File: src/rtl/tick_meter_pkg.sv
// Shared types and defaults for the tick frequency meter.
package tick_meter_pkg;

  localparam int unsigned DEFAULT_GATE_CYCLES = 840;
  localparam int unsigned DEFAULT_CNT_W       = 10;

  typedef enum logic [1:0] {
    ST_IDLE    = 2'd0,
    ST_MEASURE = 2'd1,
    ST_DONE    = 2'd2
  } meter_state_e;

endpackage

File: src/rtl/tick_frequency_meter_edge_sync.sv
// Two-flop synchronizer plus registered rising-edge pulse for an asynchronous input.
module edge_sync (
  input  logic clock_840,
  input  logic reset_n,
  input  logic signal_in,
  output logic tick
);

  logic [1:0] sync_q;
  logic       prev_q;
  logic [2:0] fill_q;

  // fill_q withholds the pulse until prev_q holds a real sample, so a level
  // that is already high at reset release is not taken for an edge.
  always_ff @(posedge clock_840 or negedge reset_n) begin
    if (!reset_n) begin
      sync_q <= '0;
      prev_q <= 1'b0;
      fill_q <= '0;
      tick   <= 1'b0;
    end else begin
      sync_q <= {sync_q[0], signal_in};
      prev_q <= sync_q[1];
      fill_q <= {fill_q[1:0], 1'b1};
      tick   <= fill_q[2] & sync_q[1] & ~prev_q;
    end
  end

endmodule

File: src/rtl/tick_frequency_meter.sv
// Counts rising edges of signal_in over a GATE_CYCLES window and compares to expected.
// Optional macro TICK_METER_TOLERANCE_EN: match accepts |count-expected| <= 1.
module tick_frequency_meter
  import tick_meter_pkg::*;
#(
  parameter int unsigned GATE_CYCLES = DEFAULT_GATE_CYCLES,
  parameter int unsigned CNT_W       = DEFAULT_CNT_W
) (
  input  logic             clock_840,
  input  logic             reset_n,
  input  logic             start,
  input  logic             signal_in,
  input  logic [CNT_W-1:0] expected,
  output logic             busy,
  output logic             valid,
  output logic [CNT_W-1:0] count,
  output logic             match
);

  localparam int unsigned GATE_W = (GATE_CYCLES > 1) ? $clog2(GATE_CYCLES) : 1;
  localparam logic [GATE_W-1:0] GATE_LAST = GATE_W'(GATE_CYCLES - 1);
  localparam logic [CNT_W-1:0]  ACC_MAX   = '1;

  meter_state_e      state_q, state_d;
  logic [GATE_W-1:0] gate_cnt;
  logic [CNT_W-1:0]  acc;
  logic              tick;
  logic              match_c;

  edge_sync u_sync (
    .clock_840 (clock_840),
    .reset_n   (reset_n),
    .signal_in (signal_in),
    .tick      (tick)
  );

  // Next-state logic
  always_comb begin
    state_d = state_q;
    case (state_q)
      ST_IDLE:    if (start) state_d = ST_MEASURE;
      ST_MEASURE: if (gate_cnt == GATE_LAST) state_d = ST_DONE;
      ST_DONE:    state_d = ST_IDLE;
      default:    state_d = ST_IDLE;
    endcase
  end

`ifdef TICK_METER_TOLERANCE_EN
  logic [CNT_W:0] diff_c;

  // Absolute difference in one extra bit so the subtraction never wraps.
  always_comb begin
    if (acc >= expected) diff_c = {1'b0, acc} - {1'b0, expected};
    else                 diff_c = {1'b0, expected} - {1'b0, acc};
  end
  assign match_c = (diff_c <= (CNT_W + 1)'(1));
`else
  assign match_c = (acc == expected);
`endif

  // State register, gate counter, saturating accumulator and result outputs
  always_ff @(posedge clock_840 or negedge reset_n) begin
    if (!reset_n) begin
      state_q  <= ST_IDLE;
      gate_cnt <= '0;
      acc      <= '0;
      busy     <= 1'b0;
      valid    <= 1'b0;
      count    <= '0;
      match    <= 1'b0;
    end else begin
      state_q <= state_d;
      busy    <= (state_d != ST_IDLE);
      valid   <= (state_q == ST_DONE);
      if (state_q == ST_IDLE && start) begin
        gate_cnt <= '0;
        acc      <= '0;
      end else if (state_q == ST_MEASURE) begin
        gate_cnt <= gate_cnt + GATE_W'(1);
        if (tick && acc != ACC_MAX) acc <= acc + CNT_W'(1);
      end
      if (state_q == ST_DONE) begin
        count <= acc;
        match <= match_c;
      end
    end
  end

endmodule

File: config.mk
export PLATFORM = sky130hd
export DESIGN_NAME = tick_frequency_meter
export DESIGN_NICKNAME = d
export VERILOG_FILES = /design/src/rtl/tick_meter_pkg.sv /design/src/rtl/tick_frequency_meter_edge_sync.sv /design/src/rtl/tick_frequency_meter.sv
export SDC_FILE = /design/constraint.sdc
export NUM_CORES = 1
export LEC_CHECK = 0
export BUFFER_PORTS_ARGS = -buffer_cell sky130_fd_sc_hd__buf_2
export CAP_MARGIN = 20
export CORE_MARGIN = 3
export CORE_UTILIZATION = 50
export DETAILED_ROUTE_END_ITERATION = 8
export PLACE_DENSITY = 0.82
export SLEW_MARGIN = 25
export SYNTH_ARGS = -nofsm -noshare
export SYNTH_HDL_FRONTEND = slang
export SYNTH_SLANG_ARGS = --single-unit
File: constraint.sdc
create_clock -name clock_840 -period 1.7 [get_ports clock_840]
set_input_delay 0.17 -clock clock_840 [delete_from_list [all_inputs] [get_ports clock_840]]
set_output_delay 0.17 -clock clock_840 [all_outputs]
set_load 0.01 [all_outputs]
==> metrics.md <==
| Metric | Value |
|---|---|
| Root buffer cell | clkbuf_8 |
| Worst min path class | in -> reg |
| Routed Antenna Nets | 0 |
| Die area | 4620 µm² |
| Initial antenna violation count | 0 |
| Status | finished clean |
| FF-to-FF setup slack | 0.09 ns |
| Initial core utilization | 54.5% |
| Top_reg_cell synth | dfrtp_1 |
| CTS tree | done |
| Clock buffer depth | 2 |
| CP required | 1.92 ns |
| Combinational cell fraction of total power | 18.1% |
| Element type at the critical path end | flip-flop |
| Clock skew | 0.00901 ns |
| Post-synth EDFFs | 0 |
| Slew @ Worst Pin | 0.561 ns |
| Setup_tns | 0 ns |
| WL/cell | 13.9 µm |
| Die width | 68.0 µm |
| Met2 routed WL | 1940 µm |
| Post-DP HPWL | 2630 µm |
| PD cells | 1040 nW/µm² |
| Skew-Pair Late Insertion Delay | 0.29 ns |
| Fin. Hold Viols | 0 |
| Met1 wire length | 1560 µm |
| Placed Area | 2160 µm² |
| CP Max Fanout | 4 |
| Syn Nets | 194 |
| Via density | 5.53 |
| Max-Cap Viols | 0 |
| Number of synthesized register bits | 42 |
| Final #Nets | 239 |
| Leakage power | 0.00110 µW |
| Sw power | 703 µW |
| WL final | 3770 µm |
| Internal cell power | 1690 µW |
| Crit path kind | reg -> reg |
| Syn Inst Count | 178 |
| Largest net degree at the start of global routing | 24 |
| Max rail drop VDD | 992 µV |
| Met3 wire len | 205 µm |
| Clock Pin Slew Worst Setup and Hold Paths | 0.08 ns |
| Minimum hold slack | 0.183 ns |
| Final Cell Area | 2310 µm² |
| Port bufs | 26 |
| Async S/R FF share, synth | 100% |
| Crit path launch type | flip-flop |
| Share of cells above drive strength 1 | 28.1% |
| Final period util | 94.8% |
| Rows | 21 |
| Initial DRC Count | 150 |
| Ant diodes | 0 |
| Fin crit period | 1.61 ns |
| Sequential area share after synthesis | 54.7% |
| Fillers | 275 |
| Worst relative slew slack | 62.6% |
| Vias | 1,493 |
| H-tree Lvls | 2 |
| DR top layer | met4 |
| Synthesis-to-finish area growth | 20.1% |
| # IOs | 27 |
| Gr usage total | 18.7% |
| 1st-pass router iterations | 4 |
| GRT overflow | 0 |
| YS warnings | 0 |
| CP arrival | 1.83 ns |
| Setup violators final | 0 |
| Share of total power in the clock network | 27.4% |
| Avg Inst Size Synth | 10.8 µm² |
| Clk sinks | 42 |
| Vias in the first global route | 1,457 |
| FMAX | 621 MHz |
| Core ar. | 3520 µm² |
| Max-slew violation count | 0 |
| Flop pwr share | 54.4% |
| Synth unique cells | 38 |
| TritonCTS buffer count | 5 |
| DRC | 0 |
| Switching Fraction | 29.4% |
| Post-Syn Area | 1920 µm² |
| Global placement routability congestion | 0.856 |
| First-pass GRT wire length | 6450 µm |
| Die outline height | 68.0 µm |
[power by group through the flow]
stage               combinational [µW]  sequential [µW]  clock [µW]
CTS                                435             1300         678
floorplan                          257             1290           0
finish                             434             1300         656
global route                       510             1320         726
global placement                   411             1310           0
detailed placement                 426             1310           0
[critical path: stages (launching register included)]
cell	delay, ns
dfrtp_1	0.40
o21bai_2	0.23
inv_2	0.12
buf_4	0.12
buf_4	0.10
nand3_1	0.10
or3_1	0.33
a21oi_1	0.15
[per-stage QoR]
stage                     power (µW)  setup WS (ns)  util (%)  std cells
after detailed placement        1730         0.0623      61.4        256
final                           2390         0.0884      65.5        270
after CTS                       2410         0.0463      64.6        266
after global routing            2560       -0.00148      65.5        270
after floorplan                 1550          0.135         -        178
after global placement          1720          0.114      61.4        256
[final cells by class]
class	count	area [µm²]	area share, %
flip-flops and latches	42	1050	45.6
inverters	3	11.3	0.488
clock inverters	2	12.5	0.542
clock buffers	6	82.6	3.58
repair buffers	42	255	11.1
well taps	46	57.6	2.49
multi-input cells	129	836	36.2
[cells in the mapped netlist, drive strengths merged (2+ instances only)]
cell type  instances  area, µm²
xor2               4       35.0
a21oi              6       30.0
nand3             11       55.1
nand2             19       78.8
or3                3       18.8
clkbuf             3       11.3
nor2               6       22.5
nor3               5       25.0
o21ai             16       80.1
or2                2       12.5
dfrtp             42       1050
ha                 2       25.0
nand4              5       31.3
mux2               9        101
mux2i              6       60.1
xnor2              6       52.6
o31ai              3       22.5
and3               4       25.0
inv                3       11.3
and2               4       25.0
nor4               2       12.5
a31oi              2       12.5
or4                2       15.0
[cells in the final DEF, fill, tap and decap left out, types with 2 or more instances in the layout]
| master | count |
|---|---|
| dfrtp_1 | 41 |
| buf_2 | 26 |
| nand2_1 | 18 |
| o21ai_0 | 16 |
| buf_4 | 14 |
| nand3_1 | 11 |
| mux2_2 | 9 |
| nor2_1 | 6 |
| mux2i_1 | 6 |
| xnor2_1 | 6 |
| a21oi_1 | 6 |
| clkbuf_8 | 6 |
| nand4_1 | 5 |
| nor3_1 | 5 |
| and2_1 | 4 |
| and3_1 | 4 |
| xor2_1 | 4 |
| o31ai_1 | 3 |
| or3_1 | 3 |
| inv_1 | 2 |
| a31oi_1 | 2 |
| nor4_1 | 2 |
| or2_2 | 2 |
| or4_1 | 2 |
| ha_1 | 2 |
| dlygate4sd3_1 | 2 |
[sequential cells by signal, indices dropped and copies added (netlist names)]
name and count:
valid 1, match 1, gate_cnt 10, u_sync.sync_q 2, acc 10, u_sync.tick 1, state_q 2, count 10
u_sync.fill_q 3, u_sync.prev_q 1, busy 1
[final timing paths]
check,depth (start not counted),to,startpoint
worst max-delay path,7,acc[2],state_q[1]
max in group asynchronous,3,gate_cnt[7],reset_n
worst min register to register,0,u_sync.sync_q[1],u_sync.sync_q[0]
worst max register to register,7,acc[2],state_q[1]
min in group asynchronous,2,count[2],reset_n
worst min-delay path,4,match,expected[7]
[cell families after synthesis]
logic type / Yosys count / synth area share (%)
other: 1 / 0.195
xor gates and xnor gates: 10 / 4.56
buffers and inverters: 7 / 1.76
adders and majority gates: 2 / 1.30
AOI/OAI and AO/OA: 32 / 9.84
and+or+nand+nor: 69 / 19.2
DFF: 42 / 54.7
muxes: 15 / 8.40
[repair_timing]
| action | CTS | global route |
|---|---|---|
| endpoints found under the setup margin | 0 | 5 |
| hold endpoints to repair | 23 | 0 |
| hold buffers | 2 | 0 |
| gates resized for setup | 0 | 1 |
| setup buffers | 0 | 4 |
[routing by layer]
layer	up-vias	global-route usage, %
met2	39	32.5
met4	0	7.44
met5	-	0
met3	8	5.42
met1	721	21.5
li1	725	-
Power figures use the tool's default switching activity.
